<file path="config.mk">
export PLATFORM = sky130hd
export DESIGN_NAME = debounce_edge_det
export DESIGN_NICKNAME = d
export VERILOG_FILES = /design/src/rtl/debounce_edge_det.sv
export SDC_FILE = /design/constraint.sdc
export NUM_CORES = 1
export LEC_CHECK = 0
export BUFFER_PORTS_ARGS = -buffer_cell sky130_fd_sc_hd__buf_2
export CORE_MARGIN = 10
export CORE_UTILIZATION = 50
export CTS_BUF_LIST = sky130_fd_sc_hd__clkbuf_16
export CTS_CLUSTER_DIAMETER = 50
export DETAILED_ROUTE_END_ITERATION = 12
export PLACE_DENSITY = 0.67
export RECOVER_POWER = 25
export SYNTH_ARGS = -nofsm -noshare
export SYNTH_HDL_FRONTEND = slang
export SYNTH_SLANG_ARGS = --single-unit
</file>
<file path="constraint.sdc">
create_clock -name i_clk -period 3.25 [get_ports i_clk]
set_clock_uncertainty 0.2 [all_clocks]
set_input_delay 0.1625 -clock i_clk [delete_from_list [all_inputs] [get_ports i_clk]]
set_output_delay 0.1625 -clock i_clk [all_outputs]
set_load 0.01 [all_outputs]
</file>
<file path="src/rtl/debounce_edge_det.sv">
// Synchronizer + debounce FSM producing a clean registered level with rise/fall pulses.
// Optional aborted-transition counter on o_glitch_cnt when DEBOUNCE_GLITCH_CNT_EN is defined.
module debounce_edge_det #(
    parameter int SYNC_STAGES  = 2,
    parameter int DEBOUNCE_CYC = 1000,
    parameter int CNT_W        = 16
) (
    input  logic       i_clk,
    input  logic       i_rst,
    input  logic       i_d,
    output logic       o_q,
    output logic       o_rise,
    output logic       o_fall,
    output logic       o_busy
`ifdef DEBOUNCE_GLITCH_CNT_EN
    ,
    output logic [7:0] o_glitch_cnt
`endif
);

    localparam logic [1:0] IDLE_LO = 2'd0;
    localparam logic [1:0] WAIT_HI = 2'd1;
    localparam logic [1:0] IDLE_HI = 2'd2;
    localparam logic [1:0] WAIT_LO = 2'd3;

    localparam logic [CNT_W-1:0] CNT_LAST = CNT_W'(DEBOUNCE_CYC - 1);

    logic [SYNC_STAGES-1:0] sync_reg;
    logic                   s;

    logic [1:0]       state_reg, state_next;
    logic [CNT_W-1:0] cnt_reg, cnt_next;
    logic             q_reg, q_next;
    logic             rise_reg, rise_next;
    logic             fall_reg, fall_next;

    always_ff @(posedge i_clk or posedge i_rst) begin
        if (i_rst) begin
            sync_reg <= '0;
        end else begin
            sync_reg <= {sync_reg[SYNC_STAGES-2:0], i_d};
        end
    end

    assign s = sync_reg[SYNC_STAGES-1];

    // Any reversion of s while waiting drops straight back to IDLE with a cleared count.
    always_comb begin
        state_next = state_reg;
        cnt_next   = cnt_reg;
        q_next     = q_reg;
        rise_next  = 1'b0;
        fall_next  = 1'b0;
        case (state_reg)
            IDLE_LO: begin
                if (s) begin
                    state_next = WAIT_HI;
                    cnt_next   = '0;
                end
            end
            WAIT_HI: begin
                if (!s) begin
                    state_next = IDLE_LO;
                    cnt_next   = '0;
                end else if (cnt_reg == CNT_LAST) begin
                    state_next = IDLE_HI;
                    q_next     = 1'b1;
                    rise_next  = 1'b1;
                    cnt_next   = '0;
                end else begin
                    cnt_next = cnt_reg + 1'b1;
                end
            end
            IDLE_HI: begin
                if (!s) begin
                    state_next = WAIT_LO;
                    cnt_next   = '0;
                end
            end
            WAIT_LO: begin
                if (s) begin
                    state_next = IDLE_HI;
                    cnt_next   = '0;
                end else if (cnt_reg == CNT_LAST) begin
                    state_next = IDLE_LO;
                    q_next     = 1'b0;
                    fall_next  = 1'b1;
                    cnt_next   = '0;
                end else begin
                    cnt_next = cnt_reg + 1'b1;
                end
            end
            default: begin
                state_next = IDLE_LO;
                cnt_next   = '0;
            end
        endcase
    end

    always_ff @(posedge i_clk or posedge i_rst) begin
        if (i_rst) begin
            state_reg <= IDLE_LO;
            cnt_reg   <= '0;
            q_reg     <= 1'b0;
            rise_reg  <= 1'b0;
            fall_reg  <= 1'b0;
        end else begin
            state_reg <= state_next;
            cnt_reg   <= cnt_next;
            q_reg     <= q_next;
            rise_reg  <= rise_next;
            fall_reg  <= fall_next;
        end
    end

    assign o_q    = q_reg;
    assign o_rise = rise_reg;
    assign o_fall = fall_reg;
    assign o_busy = (state_reg == WAIT_HI) || (state_reg == WAIT_LO);

`ifdef DEBOUNCE_GLITCH_CNT_EN
    logic [7:0] glitch_reg;
    logic       abort;

    assign abort = ((state_reg == WAIT_HI) && !s) || ((state_reg == WAIT_LO) && s);

    always_ff @(posedge i_clk or posedge i_rst) begin
        if (i_rst) begin
            glitch_reg <= 8'd0;
        end else if (abort && (glitch_reg != 8'hFF)) begin
            glitch_reg <= glitch_reg + 8'd1;
        end
    end

    assign o_glitch_cnt = glitch_reg;
`endif

endmodule

</file>
=== After elaboration in Yosys (flattened, before gate mapping) ===
Cells that the tools add are included.

* Output and inout port bits: 4
* Word-level logic and storage cells: 48
* Bits of input ports: 3
* Bits in registers: 23

* Equality and inequality tests: 12
* Add/subtract/negate cells: 1
* Mux-type cells: 23
* Reductions and logical operators: 6

{| class="wikitable"
|+ Operators by type and width
! cell !! count
|-
| $mux 16 || 5
|-
| $pmux 16 s4 || 1
|-
| $add 16x1->16 const B || 1
|-
| $eq 16x10->1 const B || 1
|-
| $mux 2 || 6
|-
| $ne 2x2->1 const B || 6
|-
| $mux 1 || 9
|-
| $pmux 2 s4 || 1
|-
| $ne 3x3->1 const B || 2
|-
| $reduce_and 5->1 || 1
|-
| $eq 2x2->1 const B || 2
|-
| $reduce_and 4->1 || 1
|-
| $eq 2x1->1 const B || 1
|-
| $logic_not 2->1 || 1
|-
| $pmux 1 s2 || 1
|-
| $reduce_and 2->1 || 1
|-
| $reduce_bool 2->1 || 1
|-
| $logic_or 1x1->1 || 1
|}

=== Longest topological paths before layout ===
* Depth in word-level cells: 4
* Gate-level depth with buffers: 7

=== Worst setup path before layout ===
Ideal clock, no wire load.

* Path type: reg-to-reg
* Start: reg cnt_reg[13]
* End: reg cnt_reg[1]
* Clock period less this slack: 2.243 ns
* Slack: 1.007 ns
* Library setup time: 0.122 ns
* Stages on the path, launching flop included: 6
* Data arrival time: 1.922 ns
* Data required time: 2.928 ns
* Cells stage by stage: dfrtp_1 -> or4b_1 -> or4_1 -> buf_2 -> buf_6 -> a32o_1

* Cells in the longest elaborated chain, start to end: 4
* Elaborated cells between the ends (all ways): 5

{| class="wikitable"
|+ RTL lines
! what !! RTL line !! text
|-
| from (decl) || 32 || <nowiki>logic [CNT_W-1:0] cnt_reg, cnt_next;</nowiki>
|-
| from (signal assigned) || 109 || <nowiki>cnt_reg <= cnt_next;</nowiki>
|-
| $eq 16x10->1 * || 65, 84 ||
|-
| $mux 16 * || 65, 84 ||
|-
| $mux 16 (on tied branches) || 81, 62 ||
|-
| $pmux 16 s4 * || 54 || <nowiki>case (state_reg)</nowiki>
|}

Mark *: on every way between the ends. The rest lies on a longest branch, timed or not.
A chain may end at the register's enable or synchronous reset.

==> metrics.cfg <==
[drt]
drtAntennaViolNets = 0
routed_wl_mm = 2.556
drt_iter0_drc = 56
vias_per_cell = 6.280
dr.pass1.iters = 4
wl_per_cell_um = 15.21
drc = 0
route.vias.total = 1055

[worst_setup_path]
path_class = flop to flop
required_ns = 3.23
path_max_fanout = 14
startpoint_type = flop
cp_data_arrival_time_ns = 2.47
r2r_start = cnt_reg[13]$_DFFE_PP0P_
cp-end-kind = flop
reg2reg_setup_slack_ns = 0.76
reg2reg_depth = 4

[place]
port_buffers = 6
place_ws_ns = 0.7864
gp_congestion = 0.9513
dp_hpwl_mm = 1.804

[cts]
ctsHoldBuffers = 2
post-cts-setup-buffer-count = 0
clock_tree.root_cell = clkbuf_16
clockBufferDepth = 2
cts_tree = done
cts.sinks = 23
clkLatencyLatePin_ns = 0.25
htree_num_levels = 1
clk_pin_slew_worst_paths_ns = 0.06
numCtsBuffers = 3
cts-resized-gates = 0

[power_and_ir_drop]
peakVddDrop_mv = 0.3303
p_switching_mw = 0.2801
clkPwrFrac_pct = 31.4
sw_frac_of_total_pct = 33.33
power_frac_comb_pct = 27.0
finalPower_mw = 0.8403
p_int_mw = 0.5603
powerDensity_nw_per_um2 = 616.2
seqPwrFrac_pct = 41.6
leakage_nw = 0.5413

[yosys]
ys_ff_latch = 23
ys_types = 35
ys_warn_count = 0
ys.flop_type = dfrtp_1
ys_seq_area_share_pct = 46.05
async_flop_share_pct = 100.0
synth_edf_count = 0
syn_nets = 140
syn_area_um2 = 1250
syn_avg_cell_area_um2 = 9.191
synthCells = 136

[timing]
slew_headroom_pct = 45.04
setup_viol = 0
tightest_slew_ns = 0.8235
hold_viol = 0
fin_ws_ns = 0.7601
fin_crit_sh_pct = 76.61
drv_slew = 0
setup_tns_ns = 0
fmax_ghz = 0.4016
min_period_ns = 2.490
rsz0062_at_grt = false

[layout]
diodes = 0
largest_reg_flops = 16
syn2layout_area_growth_pct = 9.109
fill_cells = 223
nNetsFinal = 143
drive_above_1_share_pct = 6.522

[floorplan]
core_um2 = 2432
die_x_um = 70
rows = 18
initial_core_util_pct = 51.39
ios = 7
die_y_um = 70
dieArea_um2 = 4900

[min_path]
holdPathEnd = sync_reg[1]$_DFF_PP0_
min_path_type = flop to flop
hold_path_depth = 0
worst_hold_startpoint = sync_reg[0]$_DFF_PP0_

[global_routing]
grt_pass1_wl_mm = 4.705
grt_overflow_total = 0
grt_pass1_vias = 1024
antenna_found_initial = 0
grt_usage_pct = 11.21
grt_max_degree = 24

[job]
cap_violations = 0

[outcome]
status = finished, final reports clean

[synth_stat cells (3+ instances only)]
cell	count	area [um^2]
nand3_1	8	40.04
o31a_1	4	35.03
or3_1	5	31.28
nand2_1	14	52.55
nor2_1	7	26.28
a31oi_1	14	87.58
nor3_1	3	15.01
o21ai_0	4	20.02
xor2_1	3	26.28
or4_1	6	45.04
inv_1	6	22.52
clkbuf_1	6	22.52
nand4_1	8	50.05
dfrtp_1	23	575.6
[power groups by stage]
stage / registers, mW / logic, mW / clock network (mW)
finish: 0.350 / 0.227 / 0.264
global route: 0.359 / 0.258 / 0.283
CTS: 0.349 / 0.228 / 0.269
detailed placement: 0.354 / 0.226 / 0
global placement: 0.353 / 0.226 / 0
floorplan: 0.337 / 0.204 / 0
[layout make-up]
| class | instances | area, um^2 | area share [%] |
|---|---|---|---|
| multi-input combinational | 97 | 603.1 | 44.22 |
| sequential | 23 | 575.6 | 42.20 |
| clock buffer | 3 | 75.07 | 5.505 |
| timing repair buffer | 8 | 45.04 | 3.303 |
| tap | 30 | 37.54 | 2.752 |
| inverter | 6 | 22.52 | 1.651 |
| clock inverter | 1 | 5.005 | 0.3670 |
[worst max-delay path, stage by stage (launching register included)]
cell	delay, ns
dfrtp_1	0.44
or4b_1	0.53
or4_1	0.79
a21boi_2	0.27
mux2i_1	0.19
[through the flow]
stage,std cells,utilization [%],area (um^2),hold WS (ns)
5_1_grt,168,56.07,1364,0.1577
2_1_floorplan,136,-,1250,-0.03558
4_1_cts,168,56.28,1369,0.1520
3_3_place_gp,162,52.16,1269,0.07268
3_5_place_dp,162,52.16,1269,0.07300
6_report,168,56.07,1364,0.1483
[cells by family (layout without fill, tap and decap cells)]
logic type | after synthesis | in the layout | synth area share, %
adders and majority gates | 1 | 1 | 1.001
muxes | 1 | 1 | 0.8008
and+or+nand+nor | 62 | 62 | 27.53
buffers and inverters | 16 | 18 | 5.705
AOI/OAI and AO/OA | 30 | 30 | 16.82
xor gates and xnor gates | 3 | 3 | 2.102
DFF | 23 | 23 | 46.05
[cell usage in the layout (no fill, tap or decap), types with 2 or more instances in the layout]
cell type	count
dlygate4sd3_1	2
or2_2	2
nor3_1	3
dfrtp_1	23
clkbuf_16	3
buf_2	2
a31oi_1	14
nand2_1	14
xor2_1	3
or3_1	5
or4_1	6
nor2_1	7
o21ai_0	4
o31a_1	4
nand3_1	8
clkbuf_1	4
nor4_1	2
inv_1	6
o211ai_1	2
nand4_1	8
[layer usage]
metal / share of wire (%) / vias up / global-route usage (%)
li1: - / 517 / -
met1: 49 / 506 / 14.49
met2: 44 / 28 / 17.02
met3: 5.1 / 4 / 2.966
met4: 1.3 / 0 / 4.825
met5: 0 / - / 0
[how the worst max path moves through the flow]
stage                                        from                     end  slack, ns  cells past startpoint
after floorplan           cnt_reg[13]$_DFFE_PP0P_  cnt_reg[1]$_DFFE_PP0P_       1.01                      5
after global placement    cnt_reg[13]$_DFFE_PP0P_                    flop       0.82                      4
after detailed placement  cnt_reg[13]$_DFFE_PP0P_                    flop       0.79                      4
after CTS                 cnt_reg[13]$_DFFE_PP0P_                    flop       0.76                      4
after global routing      cnt_reg[13]$_DFFE_PP0P_                    flop       0.67                      4
final                     cnt_reg[13]$_DFFE_PP0P_                    flop       0.76                      4
(Power assumes the default switching activity.)
